===== config.mk =====
export PLATFORM = sky130hd
export DESIGN_NAME = id_ex_hazard_stage
export DESIGN_NICKNAME = d
export VERILOG_FILES = /design/src/rtl/id_ex_hazard_stage.sv
export SDC_FILE = /design/constraint.sdc
export NUM_CORES = 1
export LEC_CHECK = 0
export BUFFER_PORTS_ARGS = -buffer_cell sky130_fd_sc_hd__buf_2
export CORE_AREA = 5 5 120 122
export CTS_BUF_LIST = sky130_fd_sc_hd__clkbuf_4
export DETAILED_ROUTE_END_ITERATION = 6
export DIE_AREA = 0 0 125 127
export HOLD_SLACK_MARGIN = 0.03
export PLACE_DENSITY = 0.78
export SLEW_MARGIN = 20
export SYNTH_ARGS = -nofsm -noshare
export SYNTH_HDL_FRONTEND = slang
export SYNTH_SLANG_ARGS = --single-unit

===== constraint.sdc =====
create_clock -name clk -period 15.4 [get_ports clk]
set_input_delay 2.31 -clock clk [delete_from_list [all_inputs] [get_ports clk]]
set_output_delay 2.31 -clock clk [all_outputs]
set_load 0.05 [all_outputs]

===== src/rtl/id_ex_hazard_stage.sv =====
// id_ex_hazard_stage
//   ID/EX pipeline register with load-use hazard detection and control-hazard
//   flush for a 5-stage RISC-V pipeline.
//
//   Optional feature macro: HAZARD_PERF_EN
//     When defined, adds 32-bit StallCount / FlushCount event counters.
//
//   Ports
//     clk, reset                  clock, async active-high reset
//     ID_*                        decoded instruction fields from the ID stage
//     Flush                       taken branch/jump resolved in EX this cycle
//     Freeze                      global pipeline hold
//     PCWrite, IF_ID_Write        front-end enables (combinational)
//     IF_ID_Flush                 zero the IF/ID instruction (combinational)
//     ID_EX_*                     registered fields presented to EX / forwarding
//     StallCount, FlushCount      event counters (HAZARD_PERF_EN only)
module id_ex_hazard_stage #(
  parameter int XLEN = 32
) (
  input  logic            clk,
  input  logic            reset,
  input  logic [4:0]      ID_Rs1,
  input  logic [4:0]      ID_Rs2,
  input  logic [4:0]      ID_Rd,
  input  logic            ID_UsesRs1,
  input  logic            ID_UsesRs2,
  input  logic [XLEN-1:0] ID_ReadData1,
  input  logic [XLEN-1:0] ID_ReadData2,
  input  logic [XLEN-1:0] ID_Imm,
  input  logic [XLEN-1:0] ID_PC,
  input  logic            ID_RegWrite,
  input  logic            ID_MemRead,
  input  logic            ID_MemWrite,
  input  logic            ID_MemtoReg,
  input  logic            ID_ALUSrc,
  input  logic            ID_Branch,
  input  logic [3:0]      ID_ALUCtrl,
  input  logic            Flush,
  input  logic            Freeze,
  output logic            PCWrite,
  output logic            IF_ID_Write,
  output logic            IF_ID_Flush,
  output logic [4:0]      ID_EX_Rs1,
  output logic [4:0]      ID_EX_Rs2,
  output logic [4:0]      ID_EX_Rd,
  output logic [XLEN-1:0] ID_EX_ReadData1,
  output logic [XLEN-1:0] ID_EX_ReadData2,
  output logic [XLEN-1:0] ID_EX_Imm,
  output logic [XLEN-1:0] ID_EX_PC,
  output logic            ID_EX_RegWrite,
  output logic            ID_EX_MemRead,
  output logic            ID_EX_MemWrite,
  output logic            ID_EX_MemtoReg,
  output logic            ID_EX_ALUSrc,
  output logic            ID_EX_Branch,
  output logic [3:0]      ID_EX_ALUCtrl
`ifdef HAZARD_PERF_EN
  ,
  output logic [31:0]     StallCount,
  output logic [31:0]     FlushCount
`endif
);

  // Action taken on the next edge, in priority order.
  typedef enum logic [1:0] {
    ACT_PASS   = 2'd0,
    ACT_FREEZE = 2'd1,
    ACT_FLUSH  = 2'd2,
    ACT_STALL  = 2'd3
  } act_e;

  act_e w_act;
  logic w_load_use;
  logic w_flush_eff;
  logic r_flush_pending;

  // A store whose rs2 is the load destination gets its data through the
  // load-store forwarding path, so only rs1 of a store can cause a stall.
  assign w_load_use = ID_EX_MemRead && (ID_EX_Rd != 5'd0) &&
                      ((ID_UsesRs1 && (ID_Rs1 == ID_EX_Rd)) ||
                       (ID_UsesRs2 && (ID_Rs2 == ID_EX_Rd) && !ID_MemWrite));

  // A flush seen during Freeze is remembered and applied once Freeze drops.
  assign w_flush_eff = Flush || r_flush_pending;

  always_comb begin
    w_act = ACT_PASS;
    if (Freeze)           w_act = ACT_FREEZE;
    else if (w_flush_eff) w_act = ACT_FLUSH;
    else if (w_load_use)  w_act = ACT_STALL;
  end

  always_comb begin
    PCWrite     = 1'b1;
    IF_ID_Write = 1'b1;
    IF_ID_Flush = 1'b0;
    if (!reset) begin
      case (w_act)
        ACT_FREEZE: begin
          PCWrite     = 1'b0;
          IF_ID_Write = 1'b0;
        end
        ACT_FLUSH:  IF_ID_Flush = 1'b1;
        ACT_STALL: begin
          PCWrite     = 1'b0;
          IF_ID_Write = 1'b0;
        end
        default: ;
      endcase
    end
  end

  always_ff @(posedge clk or posedge reset) begin
    if (reset) begin
      r_flush_pending <= 1'b0;
      ID_EX_Rs1       <= '0;
      ID_EX_Rs2       <= '0;
      ID_EX_Rd        <= '0;
      ID_EX_ReadData1 <= '0;
      ID_EX_ReadData2 <= '0;
      ID_EX_Imm       <= '0;
      ID_EX_PC        <= '0;
      ID_EX_RegWrite  <= 1'b0;
      ID_EX_MemRead   <= 1'b0;
      ID_EX_MemWrite  <= 1'b0;
      ID_EX_MemtoReg  <= 1'b0;
      ID_EX_ALUSrc    <= 1'b0;
      ID_EX_Branch    <= 1'b0;
      ID_EX_ALUCtrl   <= '0;
    end else begin
      case (w_act)
        ACT_FREEZE: begin
          if (Flush) r_flush_pending <= 1'b1;
        end
        ACT_FLUSH, ACT_STALL: begin
          // Bubble: all-zero NOP that the forwarding unit can never match.
          if (w_act == ACT_FLUSH) r_flush_pending <= 1'b0;
          ID_EX_Rs1       <= '0;
          ID_EX_Rs2       <= '0;
          ID_EX_Rd        <= '0;
          ID_EX_ReadData1 <= '0;
          ID_EX_ReadData2 <= '0;
          ID_EX_Imm       <= '0;
          ID_EX_PC        <= '0;
          ID_EX_RegWrite  <= 1'b0;
          ID_EX_MemRead   <= 1'b0;
          ID_EX_MemWrite  <= 1'b0;
          ID_EX_MemtoReg  <= 1'b0;
          ID_EX_ALUSrc    <= 1'b0;
          ID_EX_Branch    <= 1'b0;
          ID_EX_ALUCtrl   <= '0;
        end
        default: begin
          ID_EX_Rs1       <= ID_Rs1;
          ID_EX_Rs2       <= ID_Rs2;
          ID_EX_Rd        <= ID_Rd;
          ID_EX_ReadData1 <= ID_ReadData1;
          ID_EX_ReadData2 <= ID_ReadData2;
          ID_EX_Imm       <= ID_Imm;
          ID_EX_PC        <= ID_PC;
          ID_EX_RegWrite  <= ID_RegWrite;
          ID_EX_MemRead   <= ID_MemRead;
          ID_EX_MemWrite  <= ID_MemWrite;
          ID_EX_MemtoReg  <= ID_MemtoReg;
          ID_EX_ALUSrc    <= ID_ALUSrc;
          ID_EX_Branch    <= ID_Branch;
          ID_EX_ALUCtrl   <= ID_ALUCtrl;
        end
      endcase
    end
  end

`ifdef HAZARD_PERF_EN
  always_ff @(posedge clk or posedge reset) begin
    if (reset) begin
      StallCount <= '0;
      FlushCount <= '0;
    end else begin
      if (w_act == ACT_STALL) StallCount <= StallCount + 32'd1;
      if (w_act == ACT_FLUSH) FlushCount <= FlushCount + 32'd1;
    end
  end
`endif

endmodule


Word-level counts from Yosys, hierarchy flattened --
Index checks and enable logic that the tools add are counted.
Word-level totals: output and inout port bits 156, flip-flop bits (word level) 154, memory bits (writable) 0, word-level logic and storage cells 59, latch bits 0, input bits 159, bits in read-only memories 0, memories 0
Cells by class: muxes and demuxes 24, $add $sub $neg 0, shift operators 0, equal/unequal tests 7, divide/modulo/power cells 0, order comparisons 0, bitwise logic cells 0, reduce and logical (&&, ||, !) cells 13, $mul 0
Operators with widths (number):
- $pmux W32 S2 | 4
- $pmux W5 S2 | 3
- $pmux W1 S2 | 7
- $eq A5 B5 Y1 | 2
- $pmux W4 S2 | 1
- $mux W1 | 6
- $mux W2 | 3
- $logic_and A1 B1 Y1 | 5
- $reduce_bool A5 Y1 | 1
- $eq A2 B2 Y1 const B | 2
- $ne A2 B2 Y1 const B | 2
- $reduce_or A2 Y1 | 2
- $reduce_and A3 Y1 | 1
- $eq A2 B1 Y1 const B | 1
- $logic_or A1 B1 Y1 | 2
- $reduce_bool A2 Y1 | 1
- $logic_not A1 Y1 | 1

Logic depth before layout (Yosys ltp) --
word-level depth 12, depth in mapped cells 10, gate-level depth less buffers 7

Worst setup path before layout --
OpenSTA, ideal clock, no wires.
kind input to output, from input port reset, to output port PCWrite, slack 5.668 ns, buffers on the path 1, stages on the path 3, required time 13.090 ns, arrival 7.422 ns, path through inv_1 a22oi_1 buf_4
On the way: word-level cells in the longest chain between the ends 1
RTL lines:
- from (decl) | RTL line 21 | input logic reset,
- $mux W1
- to (decl) | RTL line 40 | output logic PCWrite,
No other way between the ends.

Final worst setup path --
from input port ID_Rs2[0], to output port IF_ID_Flush
On the way: word-level cells in the longest chain between the ends 11
RTL lines:
- from (decl) | RTL line 23 | input logic [4:0] ID_Rs2,
- $eq A5 B5 Y1 | RTL line 81 | (ID_UsesRs2 && (ID_Rs2 == ID_EX_Rd) && !ID_MemWrite));
- $logic_and A1 B1 Y1 (2 in a row) | RTL line 81
- $logic_or A1 B1 Y1 | RTL line 80 | ((ID_UsesRs1 && (ID_Rs1 == ID_EX_Rd)) ||
- $logic_and A1 B1 Y1 | RTL line 79 | assign w_load_use = ID_EX_MemRead && (ID_EX_Rd != 5'd0) &&
- $mux W2 | RTL line 90 | else if (w_load_use) w_act = ACT_STALL;
- $mux W2 | RTL line 89 | else if (w_flush_eff) w_act = ACT_FLUSH;
- $mux W2 | RTL line 88 | if (Freeze) w_act = ACT_FREEZE;
- $eq A2 B2 Y1 | RTL line 98 | case (w_act)
- $mux W1 | RTL line 98
- $mux W1 | RTL line 97 | if (!reset) begin
- to (decl) | RTL line 42 | output logic IF_ID_Flush,
No other way between the ends.

==> impl_results.md <==
* Status: finished clean
* Reg area at 3854 µm²
* Met2 Usage GRT at 0.3385
* Synthesized area at 5610 µm²
* Yosys top cell by area: dfrtp_1
* Buf/Inv on CP at 2
* I/O Buffers at 314
* Drt first pass iters at 4
* Fin Hold WS at 0.5152 ns
* Clock latency on the worst-skew pair at 0.54 ns
* Cell count after synthesis at 377
* Fin. max-slew vios at 0
* Final hold viol count at 0
* # IOs at 315
* Finish-stage setup viols at 0
* Leak pwr at 0.004204 µW
* NetSw at 509.0 µW
* Global Route met3 Usage at 0.06427
* Final GP Congestion at 0.8570
* Crit-path max FO at 5
* Combinational fraction of design power at 0.366
* First-pass GRT wire length at 26150 µm
* Share of post-route cells with drive strength above 1 at 0.5051
* GR Util met1 at 0.2556
* Crit path kind: in -> out
* Filler instances at 1076
* Area post-placement at 7302 µm²
* Sink Count at 154
* Starting density of the core at 0.4288
* CTS tree: done
* Dominant synthesized flop cell: dfrtp_1
* Num CTS Buffers at 17
* Required @ worst endpoint at 13.09 ns
* Pre-CTS WS at 9.168 ns
* Worst Slack Setup Final at 9.138 ns
* CP Launch Type: input pin
* Largest net degree at the start of global routing at 91
* WL/cell at 18.98 µm
* Worst-path clk slew at 0.11 ns
* Final Power at 1206 µW
* Area of the multi-input gates at 1618 µm²
* Clock Power Share at 0.213
* Initial antenna violation count at 2
* Seq/Total Area, Yosys at 0.6869
* Minimum clock period at 6.262 ns
* H-tree depth at 4
* Path type of the worst min-delay path: reg -> reg
* GRT Max-Usage Layer: met2
* Critical path endpoint category: output pin
* Flop pwr share at 0.420
* Critical-path top delay cell: o22ai_1
* ANT nets after route at 0
* Number of cell rows at 42
* Clk buf depth at 2
* Critical Path Max Stage Delay at 0.35 ns
* Cts repair resizes at 0
* R2R Setup Slk at 11.87 ns
* Crit-path cells: buf_2 > xnor2_1 > nand4_1 > o22ai_1 > a21o_1 > ha_1 > nor2b_1 > buf_2
* DP Wirelength at 12030 µm
* Int Power at 697.3 µW
* Number of enable flip-flop cells after synthesis at 0
* Post-cts hold buffer count at 0
* Crit Reg-Reg Startpoint: ID_EX_Rd[1]
* Crit. Startpoint: ID_Rs2[0]
* Critical path depth at 8
* Drt drc at 0
* Die Width at 125 µm
* Synth cell types at 24
* GRT Util Overall at 0.2057
* Syn nets at 539
* Max Clock Freq at 0.1597 GHz
* Post-synth ARST share at 1.000
* Most used cell along the critical path: buf_2
* Worst Skew at 0.01838 ns
* Final cycle utilization of the critical path at 0.4066
* RSZ-0062 raised after global routing: no
* Power density normalized to cell area at 158.6 nW/µm²
* Sw frac at 0.4220
* Core Area at 13090 µm²
* Rel. slew slack at 0.3407
* Post-synthesis register bit count at 154
* Synth warn at 0
* Clock root cell: clkbuf_4
* Maxcap violations at 0
* FF-to-FF End: ID_EX_ReadData2[2]
* Final wirelength at 16540 µm
* Max IR drop VDD at 0.08497 mV
* CP top delay family: compound AO/OA/AOI/OAI gates
* Worst Setup EP: IF_ID_Flush
* Post-CTS Setup Repair Bufs at 0
* Number of global-route vias before repair at 4898
* Synthesized area per cell at 14.88 µm²
* Via count at 4618
* Overall die height at 127 µm
* Via density at 5.302
* Nets@finish at 842
* Post-synth top area share at 0.6869
* Critical Path AT at 3.95 ns
* Die ar. at 15880 µm²
* Slew @ Worst Pin at 0.9889 ns
* Top post-synthesis cells by area: dfrtp_1 (69%), a22o_1 (24%), xnor2_1 (1.6%)
* Final Instance Area at 7609 µm²
* Gr ovfl total at 0
* Area Overhead vs Synth at 35.62%
* R2R depth at 7
* Final setup TNS at 0 ns
* First-iteration detailed-routing DRC count at 235
-- placed cells by master, fill, tap and decap left out, types with 2 or more instances in the layout --
master	count
nor2_1	3
a21o_1	2
ha_1	2
dfrtp_1	154
a22o_1	153
inv_6	3
nor2b_1	2
clkinv_1	3
clkinvlp_4	2
bufinv_16	3
diode_2	2
clkbuf_4	20
buf_2	314
xnor2_1	10
a21oi_1	2
nand4_1	2
buf_4	3
-- power by group through the flow --
stage                     combinational [µW]  clock [µW]  sequential, µW
after floorplan                          102           0             735
after global placement                   439           0             512
after detailed placement                 444           0             514
after CTS                                445         265             507
after global routing                     462         286             515
final                                    442         257             507
-- kinds of logic after synthesis --
| logic type | share of synthesized area |
|---|---|
| flip-flops | 0.6869 |
| AO/OA/AOI/OAI | 0.2491 |
| AND/OR/NAND/NOR | 0.01472 |
| buffers and inverters | 0.02698 |
| adder cells (fa/ha/maj) | 0.006691 |
| XOR/XNOR | 0.01561 |
-- area by class of cell --
type,count,area share
clock inverters,12,0.01940
clock buffers,20,0.01973
well taps,176,0.02894
diodes,2,0.0006578
inverters,1,0.001151
multi-input cells,188,0.2126
flip-flops and latches,154,0.5065
repair buffers,318,0.2110
-- worst min-delay path by stage --
stage | start | end | slack, ns | cells past startpoint
4_1_cts | ID_EX_ReadData2[8] | ID_EX_ReadData2[8] | 0.52 | 1
2_1_floorplan | r_flush_pending | r_flush_pending | 0.52 | 2
5_1_grt | ID_EX_Imm[14] | ID_EX_Imm[14] | 0.54 | 1
6_report | ID_EX_PC[3] | ID_EX_PC[3] | 0.52 | 1
3_3_place_gp | ID_EX_PC[0] | ID_EX_PC[0] | 0.49 | 1
3_5_place_dp | ID_EX_ReadData2[18] | ID_EX_ReadData2[18] | 0.49 | 1
-- layer usage --
metal  vias to the layer above  part of all wire  routed length (µm)
met3                        28             0.070                1152
met2                       208              0.51                8423
met4                         0             0.022                 370
met1                      2320              0.40                6589
li1                       2062                 -                   -
met5                         -                 0                   0
-- metrics by stage --
| step | util | std cells |
|---|---|---|
| floorplan | - | 377 |
| global placement | 0.5580 | 837 |
| detailed placement | 0.5580 | 837 |
| CTS | 0.5808 | 869 |
| global route | 0.5815 | 871 |
| finish | 0.5815 | 871 |
-- cells in the mapped netlist (all sizes together) (2+ instances only) --
library cell	count
nor2b	2
o21ai	2
a21o	2
ha	3
buf	12
xnor2	10
dfrtp	154
a21oi	2
clkbuf	22
a22o	153
nor3	2
nand4	2
nor2	3
-- flip-flops by register name (all words and copies together) (netlist names), 4 cells and up --
signal / count
ID_EX_ReadData2: 32
ID_EX_ALUCtrl: 4
ID_EX_Imm: 32
ID_EX_ReadData1: 32
ID_EX_PC: 32
ID_EX_Rs2: 5
ID_EX_Rd: 5
ID_EX_Rs1: 5
(Power assumes the default switching activity.)
